[config.mk]
export PLATFORM = sky130hd
export DESIGN_NAME = mem_access
export DESIGN_NICKNAME = d
export VERILOG_FILES = /design/src/rtl/mem_access_pkg.sv /design/src/rtl/mem_access_load_align.sv /design/src/rtl/mem_access.sv
export SDC_FILE = /design/constraint.sdc
export NUM_CORES = 1
export LEC_CHECK = 0
export CAP_MARGIN = 10
export CORE_AREA = 10 10 258 260
export DETAILED_ROUTE_END_ITERATION = 8
export DIE_AREA = 0 0 268 270
export DONT_BUFFER_PORTS = 1
export GPL_TIMING_DRIVEN = 0
export PLACE_DENSITY_LB_ADDON = 0.3
export SLEW_MARGIN = 40
export SYNTH_ARGS = -nofsm -noshare
export SYNTH_HDL_FRONTEND = slang
export SYNTH_SLANG_ARGS = --single-unit
export TNS_END_PERCENT = 10
[constraint.sdc]
create_clock -name clk -period 4.4 [get_ports clk]
set_input_delay 0.22 -clock clk [delete_from_list [all_inputs] [get_ports clk]]
set_output_delay 0.22 -clock clk [all_outputs]
set_load 0.02 [all_outputs]
[src/rtl/mem_access_pkg.sv]
// Shared definitions for the memory-access pipeline stage: access sizes,
// trap causes, FSM states and small address helpers.
package mem_access_pkg;

    typedef enum logic [1:0] {
        SIZE_BYTE   = 2'd0,
        SIZE_HALF   = 2'd1,
        SIZE_WORD   = 2'd2,
        SIZE_DOUBLE = 2'd3
    } size_e;

    localparam logic [4:0] CAUSE_LOAD_MISALIGNED  = 5'd4;
    localparam logic [4:0] CAUSE_LOAD_ACCESS      = 5'd5;
    localparam logic [4:0] CAUSE_STORE_MISALIGNED = 5'd6;
    localparam logic [4:0] CAUSE_STORE_ACCESS     = 5'd7;

    typedef enum logic [1:0] {
        ST_IDLE  = 2'd0,
        ST_REQ   = 2'd1,
        ST_WAIT  = 2'd2,
        ST_DRAIN = 2'd3
    } state_e;

    // Byte-enable pattern for an access of the given size starting at lane 0.
    function automatic logic [7:0] size_mask(input logic [1:0] size);
        case (size_e'(size))
            SIZE_BYTE: return 8'h01;
            SIZE_HALF: return 8'h03;
            SIZE_WORD: return 8'h0F;
            default:   return 8'hFF;
        endcase
    endfunction

    function automatic logic is_misaligned(input logic [2:0] offset, input logic [1:0] size);
        case (size_e'(size))
            SIZE_BYTE: return 1'b0;
            SIZE_HALF: return offset[0];
            SIZE_WORD: return |offset[1:0];
            default:   return |offset;
        endcase
    endfunction

endpackage

[src/rtl/mem_access_load_align.sv]
// Load data alignment: shifts the addressed byte lane down to bit 0 and
// sign- or zero-extends from the access size.
module load_align
    import mem_access_pkg::*;
(
    input  logic [63:0] rdata,
    input  logic [2:0]  offset,
    input  logic [1:0]  size,
    input  logic        is_unsigned,
    output logic [63:0] data
);

    logic [63:0] shifted;

    always_comb begin
        shifted = rdata >> {offset, 3'b000};
        data    = shifted;
        case (size_e'(size))
            SIZE_BYTE: data = {{56{~is_unsigned & shifted[7]}},  shifted[7:0]};
            SIZE_HALF: data = {{48{~is_unsigned & shifted[15]}}, shifted[15:0]};
            SIZE_WORD: data = {{32{~is_unsigned & shifted[31]}}, shifted[31:0]};
            default:   data = shifted;
        endcase
    end

endmodule

[src/rtl/mem_access.sv]
// MA pipeline stage: issues one load/store at a time on a ready/valid bus,
// formats the response and reports misalignment, bus errors and timeouts.
module mem_access
    import mem_access_pkg::*;
#(
    parameter int TIMEOUT = 256
) (
    input  logic        clk,
    input  logic        rst,
    input  logic        clear,
    input  logic [63:0] in_pc,
    input  logic [4:0]  in_rd,
    input  logic [63:0] in_result,
    input  logic [63:0] in_data2,
    input  logic [4:0]  in_cause,
    input  logic [63:0] in_tval,
    input  logic        in_load,
    input  logic        in_store,
    input  logic [1:0]  in_size,
    input  logic        in_unsigned,
    output logic        mem_req,
    output logic        mem_we,
    output logic [63:0] mem_addr,
    output logic [63:0] mem_wdata,
    output logic [7:0]  mem_wstrb,
    input  logic        mem_ready,
    input  logic        mem_rvalid,
    input  logic [63:0] mem_rdata,
    input  logic        mem_err,
    output logic        stall_out,
    output logic [63:0] pc_out,
    output logic [4:0]  rd_out,
    output logic [63:0] result_out,
    output logic [4:0]  cause_out,
    output logic [63:0] tval_out
);

    localparam int CNT_W = $clog2(TIMEOUT + 1);

    state_e             state, state_nx;
    logic [CNT_W-1:0]   tmo_cnt;
    logic [2:0]         offset;
    logic               is_mem, misaligned, timeout_hit;
    logic               take_pass, take_misalign, take_fault, take_data;
    logic [63:0]        load_data;

    assign offset      = in_result[2:0];
    assign is_mem      = (in_load | in_store) && (in_cause == 5'd0);
    assign misaligned  = is_misaligned(offset, in_size);
    assign timeout_hit = (state == ST_WAIT) && !mem_rvalid && (tmo_cnt == CNT_W'(TIMEOUT - 1));

    // Request fields come straight from the stage inputs, which stay frozen while stalled.
    assign mem_we    = in_store;
    assign mem_addr  = {in_result[63:3], 3'b000};
    assign mem_wstrb = size_mask(in_size) << offset;

    always_comb begin
        case (size_e'(in_size))
            SIZE_BYTE: mem_wdata = {8{in_data2[7:0]}};
            SIZE_HALF: mem_wdata = {4{in_data2[15:0]}};
            SIZE_WORD: mem_wdata = {2{in_data2[31:0]}};
            default:   mem_wdata = in_data2;
        endcase
    end

    load_align u_load_align (
        .rdata       (mem_rdata),
        .offset      (offset),
        .size        (in_size),
        .is_unsigned (in_unsigned),
        .data        (load_data)
    );

    always_comb begin
        // NOTE: every signal gets a default first so no path leaves it unassigned (no latch).
        state_nx      = state;
        mem_req       = 1'b0;
        stall_out     = 1'b0;
        take_pass     = 1'b0;
        take_misalign = 1'b0;
        take_fault    = 1'b0;
        take_data     = 1'b0;
        case (state)
            ST_IDLE: begin
                if (!clear) begin
                    if (!is_mem) begin
                        take_pass = 1'b1;
                    end else if (misaligned) begin
                        take_misalign = 1'b1;
                    end else begin
                        mem_req   = 1'b1;
                        stall_out = 1'b1;
                        state_nx  = mem_ready ? ST_WAIT : ST_REQ;
                    end
                end
            end
            ST_REQ: begin
                if (clear) begin
                    state_nx = ST_IDLE;
                end else begin
                    mem_req   = 1'b1;
                    stall_out = 1'b1;
                    if (mem_ready) state_nx = ST_WAIT;
                end
            end
            ST_WAIT: begin
                if (clear) begin
                    state_nx = mem_rvalid ? ST_IDLE : ST_DRAIN;
                end else if (mem_rvalid) begin
                    take_data  = !mem_err;
                    take_fault = mem_err;
                    state_nx   = ST_IDLE;
                end else if (timeout_hit) begin
                    take_fault = 1'b1;
                    state_nx   = ST_DRAIN;
                end else begin
                    stall_out = 1'b1;
                end
            end
            default: begin
                stall_out = 1'b1;
                if (mem_rvalid) state_nx = ST_IDLE;
            end
        endcase
    end

    // NOTE: sequential state uses non-blocking assignments so all registers update together.
    always_ff @(posedge clk) begin
        if (rst) begin
            state   <= ST_IDLE;
            tmo_cnt <= '0;
        end else begin
            state   <= state_nx;
            tmo_cnt <= (state == ST_WAIT) ? tmo_cnt + CNT_W'(1) : '0;
        end
    end

    // Every cycle not retiring an instruction emits an all-zero bubble.
    always_ff @(posedge clk) begin
        if (rst) begin
            pc_out     <= '0;
            rd_out     <= '0;
            result_out <= '0;
            cause_out  <= '0;
            tval_out   <= '0;
        end else begin
            pc_out     <= '0;
            rd_out     <= '0;
            result_out <= '0;
            cause_out  <= '0;
            tval_out   <= '0;
            if (take_pass) begin
                pc_out     <= in_pc;
                rd_out     <= in_rd;
                result_out <= in_result;
                cause_out  <= in_cause;
                tval_out   <= in_tval;
            end else if (take_misalign) begin
                pc_out    <= in_pc;
                cause_out <= in_load ? CAUSE_LOAD_MISALIGNED : CAUSE_STORE_MISALIGNED;
                tval_out  <= in_result;
            end else if (take_fault) begin
                pc_out    <= in_pc;
                cause_out <= in_load ? CAUSE_LOAD_ACCESS : CAUSE_STORE_ACCESS;
                tval_out  <= in_result;
            end else if (take_data) begin
                pc_out     <= in_pc;
                rd_out     <= in_store ? 5'd0 : in_rd;
                result_out <= in_load ? load_data : 64'd0;
                tval_out   <= in_tval;
            end
        end
    end

endmodule

==> results of run 1 <==
[layer usage]
layer	part of all wire [%]	GRT usage, %	vias to the layer above
li1	-	-	4303
met1	37	18.7	4782
met2	49	30.3	589
met3	11	6.63	104
met4	4.0	6.82	6
met5	0.047	0	-
[registers in the layout (all words and copies together), names as in the netlist]
name        flops
cause_out       5
state           2
pc_out         64
result_out     64
rd_out          5
tmo_cnt         9
tval_out       64
[report_power, final]
part	switching [mW]	internal, mW	leakage, nW
clock	0.919	1.27	0.415
sequential	0.144	2.01	1.75
combinational	0.520	0.384	3.76
[area by class of cell]
class | instances | area [µm²]
sequential | 213 | 4260
antenna | 4 | 10.0
tap | 790 | 988
timing repair buffer | 260 | 2590
fill | 6567 | 46700
clock buffer | 31 | 668
multi-input combinational | 688 | 4840
inverter | 15 | 56.3
clock inverter | 13 | 175
buffer | 152 | 955
[metrics by stage]
step	hold slack (ns)	total power [mW]
after floorplan	0.319	2.67
after global placement	0.336	2.91
after detailed placement	0.336	2.91
after CTS	0.00899	5.33
after global routing	0.0291	5.46
final	0.0229	5.24
[kinds of logic (layout without fill, tap and decap cells)]
kind of cell | after synthesis | in the layout | share of synthesized area [%]
other cells | 1 | 7 | 0.0374
fa+ha+maj | 2 | 2 | 0.249
xor+xnor | 4 | 4 | 0.349
compound gates | 269 | 269 | 18.5
buf+inv | 167 | 471 | 9.90
mux | 118 | 118 | 14.0
simple gates | 292 | 292 | 14.5
flops | 213 | 213 | 42.5
[final timing paths]
check / from / to / slack, ns / depth (start not counted)
worst min register to register: tmo_cnt[0] / tmo_cnt[0] / 0.45 / 1
worst min-delay path: mem_rdata[56] / result_out[40] / 0.02 / 2
worst max register to register: state[0] / tval_out[57] / 0.98 / 7
worst max-delay path: state[0] / tval_out[57] / 0.98 / 7
[cells in the final DEF (no fill, tap or decap), types with 4 or more instances in the layout]
cell,count
clkbuf_16,25
diode_2,4
a2bb2oi_1,7
and2_1,73
a221o_1,8
dlygate4sd3_1,257
nor2b_1,15
nand3_1,12
o21a_1,5
a21oi_1,59
mux4_2,14
inv_1,15
nor2_1,83
clkbuf_2,11
dfxtp_1,213
nor3_1,16
a211oi_1,21
o21ai_0,44
buf_1,5
clkbuf_1,47
clkinv_2,4
a22o_1,61
nand2_1,67
o21ai_1,10
buf_2,13
mux2_2,39
buf_8,6
mux2i_1,65
a22oi_1,13
o22ai_1,21
buf_4,75
==> impl_metrics.py, run 1 <==
metrics = {
    "outcome": {
        "status": "completed",
    },
    "clock_network": {
        "hold_buffers": 257,
        "htree_levels": 1,
        "path_clk_slew_ns": 0.06,
        "cts-root-buf": "clkbuf_16",
        "clk_latency_ns": 0.57,
        "cts_resized": 0,
        "cts_buffers": 25,
        "postCtsSetupBuffers": 0,
        "cts_buffer_depth": 3,
        "cts_tree": "done",
        "clock_sinks": 213,
    },
    "power_and_ir_drop": {
        "power_density_nw_per_um2": 360,
        "p_leak_nw": 5.92,
        "worst_ir_drop_vdd_mv": 0.244,
    },
    "critical_path": {
        "path_class": "register to register",
        "cp.required_ns": 4.91,
        "arrival_ns": 3.93,
        "cp_max_fo": 10,
        "crit_path_start_kind": "register",
        "cp-end-kind": "register",
        "cp_num_buf_inv": 3,
        "worst_path_max_delay_cell": "nor3_1",
        "path_cells": "nor3_1 > o31ai_4 > a21oi_4 > clkbuf_1 > buf_2 > a22o_1 > dlygate4sd3_1",
        "cpPeakStageDelay_ns": 0.57,
        "critPathTopFamily": "buffers and inverters",
    },
    "drt": {
        "drt-pass1-iter-count": 5,
        "postRouteAntennaNets": 0,
        "wl_per_cell_um": 30.8,
        "drc": 0,
        "viasPerCell": 4.52,
        "wl_mm": 66.7,
        "drt_iter0_markers": 652,
        "vias": 9784,
    },
    "layout": {
        "final_util_pct": 23.8,
        "finalInstanceArea_um2": 14600,
        "layout.nets": 1698,
        "stdcell_count": 2166,
        "drive_gt1_share_pct": 15.9,
        "area_delta_synth_final_pct": 45.0,
    },
    "flow_run": {
        "max-cap-violations": 0,
    },
    "synth": {
        "synth_top_area_share_pct": 42.5,
        "netlist_area_um2": 10000,
        "synth_top_cell_by_area": "dfxtp_1",
        "synth_seq_cells": 213,
        "yosysWarnings": 0,
        "ys.flop_type": "dfxtp_1",
        "netlist_instances": 1066,
        "synth_cell_types": 58,
        "synth.most_common_cell": "dfxtp_1",
        "ys_top_cells_by_area": "dfxtp_1 42%, mux2i_1 6.5%, buf_4 5.6%, a22o_1 5.3%, and2_1 4.6%",
        "synth_async_sr_flop_share_pct": 0,
        "syn_area_per_cell_um2": 9.41,
        "ys_seq_area_share_pct": 42.5,
        "synth_edf_count": 0,
        "synthTopCellsByCount": "213 x dfxtp_1, 84 x nor2_1, 75 x buf_4",
    },
    "global_routing": {
        "first_global_vias": 10700,
        "antenna_found_initial": 9,
        "grt_pass1_wl_mm": 89.4,
        "grt_max_degree": 15,
        "grt_overflow": 0,
        "grt_usage_pct": 17.4,
    },
    "floorplanning": {
        "io_pins": 682,
        "core_area_um2": 61300,
        "die_y_um": 270,
        "die_width_um": 268,
        "num_rows": 91,
        "initial_core_util_pct": 16.4,
        "die_area_um2": 72400,
    },
    "placed_design": {
        "postPlaceCellArea_um2": 11100,
        "io_buffers": 0,
        "pre_cts_ws_ns": 1.01,
        "hpwl_mm": 53.6,
        "gp_congestion": 0.827,
        "dp_cells": 1861,
    },
    "sta": {
        "slew-limit-headroom_pct": 45.0,
        "worst_slack_ns": 0.978,
        "fmax_mhz": 292,
        "hold_viol": 0,
        "skew_ns": 0.0114,
        "rsz0062_at_grt": "false",
        "drv_slew": 0,
        "tns_ns": 0,
        "period_share_pct": 77.8,
        "final.min_clock_period_ns": 3.42,
        "tightestPinTransition_ns": 0.825,
        "setup_viol": 0,
    },
    "worst_hold_path": {
        "min_path_type": "primary input to register",
    },
}
Power figures use the tool's default switching activity.
==> run 2: changes to the inputs <==
--- a/config.mk
+++ b/config.mk
@@ -6,9 +6,9 @@
 export NUM_CORES = 1
 export LEC_CHECK = 0
 export CAP_MARGIN = 10
-export CORE_AREA = 10 10 258 260
+export CORE_AREA = 10 10 259 261
 export DETAILED_ROUTE_END_ITERATION = 8
-export DIE_AREA = 0 0 268 270
+export DIE_AREA = 0 0 269 271
 export DONT_BUFFER_PORTS = 1
 export GPL_TIMING_DRIVEN = 0
 export PLACE_DENSITY_LB_ADDON = 0.3
==> constraint.sdc (replaced) <==
create_clock -name clk -period 3.3 [get_ports clk]
set_input_delay 0.165 -clock clk [delete_from_list [all_inputs] [get_ports clk]]
set_output_delay 0.165 -clock clk [all_outputs]
set_load 0.02 [all_outputs]
==> run 2 against run 1 <==
Effect of this change:
- routed wire length up 2.0%
- first-iteration DRC count up 13%
- clock skew down 0.0018 ns
- die area up 0.74%
- core utilization about the same
- sequential power up 33%
- clock-buffer cell count up 3
- non-clock buffer count down 1
==> impl_metrics.py, run 2 (synthesis gave the netlist of run 1 again) <==
metrics = {
    "layout": {
        "final_common_cell": "dlygate4sd3_1",
        "drive_gt1_share_pct": 16.0,
        "layout.nets": 1697,
        "biggestRegsByFlops": "pc_out (64), result_out (64), tval_out (64)",
        "final_cell_mix": "255 x dlygate4sd3_1, 213 x dfxtp_1, 83 x nor2_1, 77 x buf_4, 73 x and2_1",
        "nFillCells": 6644,
        "area_delta_synth_final_pct": 45.7,
    },
    "worst_hold_path": {
        "min_path_type": "primary input to register",
    },
    "sta": {
        "slew-limit-headroom_pct": 41.4,
        "tightestPinTransition_ns": 0.879,
        "rsz0062_at_grt": "false",
        "fmax_mhz": 320,
        "worst_slack_ns": 0.177,
        "hold_viol": 0,
        "final.min_clock_period_ns": 3.12,
        "tns_ns": 0,
        "skew_ns": 0.00964,
        "drv_slew": 0,
        "setup_viol": 0,
        "period_share_pct": 94.6,
    },
    "power_and_ir_drop": {
        "worst_ir_drop_vdd_mv": 0.338,
        "total_power_mw": 6.97,
        "power_density_nw_per_um2": 477,
        "p_leak_nw": 5.89,
    },
    "drt": {
        "postRouteAntennaNets": 0,
        "drt-pass1-iter-count": 7,
        "wl_mm": 68.0,
        "drc": 0,
        "viasPerCell": 4.46,
        "vias": 9861,
        "drt_iter0_markers": 740,
        "wl_per_cell_um": 30.7,
    },
    "clock_network": {
        "cts_buffer_depth": 3,
        "cts-root-buf": "clkbuf_16",
        "clock_sinks": 213,
        "path_clk_slew_ns": 0.06,
        "clk_latency_ns": 0.56,
        "htree_levels": 1,
        "cts_tree": "done",
        "cts_buffers": 25,
    },
    "placed_design": {
        "hpwl_mm": 54.4,
        "pre_cts_ws_ns": -0.206,
        "gp_congestion": 0.865,
        "io_buffers": 0,
    },
    "global_routing": {
        "grt_overflow": 0,
        "first_global_vias": 10600,
        "grt_usage_pct": 17.5,
        "antenna_found_initial": 14,
        "grt_pass1_wl_mm": 89.7,
        "grt_max_degree": 14,
    },
    "critical_path": {
        "cp.required_ns": 3.13,
        "cp_max_fo": 10,
        "path_class": "primary input to primary output",
        "crit_path_start_kind": "primary input",
        "arrival_ns": 2.96,
        "cp-end-kind": "primary output",
    },
    "floorplanning": {
        "die_width_um": 269,
        "die_y_um": 271,
        "num_rows": 91,
        "io_pins": 682,
        "initial_core_util_pct": 16.3,
        "core_area_um2": 61600,
        "die_area_um2": 72900,
    },
    "flow_run": {
        "max-cap-violations": 0,
    },
    "outcome": {
        "status": "completed",
    },
}
[run 2: area by class of cell]
cell class	instances	area (µm²)	area share, %
Multi-Input combinational cell	688	4860	33.2
Sequential cell	213	4260	29.2
Timing Repair Buffer	259	2580	17.7
Tap cell	837	1050	7.16
Buffer	152	955	6.53
Clock buffer	34	679	4.65
Clock inverter	12	168	1.15
Inverter	15	56.3	0.385
Antenna cell	2	5.00	0.0342
[run 2: per-stage QoR]
stage	util [%]	hold slack (ns)	instances	cell area [µm²]
finish	23.7	0.0256	2212	14600
global route	23.7	0.0408	2210	14600
CTS	23.7	0.00926	2210	14600
detailed placement	18.1	0.274	1908	11200
global placement	18.0	0.277	1905	11100
floorplan	-	0.264	1068	10000
[run 2: worst max-delay path: stages]
cell	delay (ns)
buf_2	0.22
buf_4	0.29
buf_4	0.27
buf_2	0.37
clkbuf_1	0.70
or2_2	0.25
a21oi_1	0.07
nor2_1	0.59
[run 2: power by group]
part | internal, mW | switching [mW]
registers | 2.68 | 0.190
logic | 0.514 | 0.706
clock network | 1.70 | 1.19
total | 4.89 | 2.08
[run 2: routing by layer]
layer | vias to the layer above | routed length [µm] | global-route usage (%)
li1 | 4302 | - | -
met1 | 4828 | 24500 | 18.8
met2 | 605 | 33700 | 30.7
met3 | 102 | 7800 | 7.31
met4 | 24 | 1790 | 5.04
met5 | - | 172 | 0
[run 2: path summary, 6_finish.rpt]
check,startpoint,endpoint,slack [ns],cells after the start
worst max register to register,state[0],result_out[44],0.21,7
worst min register to register,tmo_cnt[0],tmo_cnt[0],0.46,1
worst max-delay path,in_result[0],mem_wstrb[3],0.18,8
worst min-delay path,mem_rdata[32],result_out[24],0.03,4
[run 2: what timing repair did]
| item | in CTS | in global routing |
|---|---|---|
| pin swaps | 1 | 0 |
| endpoints found under the setup margin | 4 | 42 |
| hold buffers | 255 | 0 |
| hold endpoints to repair | 202 | 0 |
| buffers inserted | 1 | 0 |
| gates resized for setup | 0 | 5 |
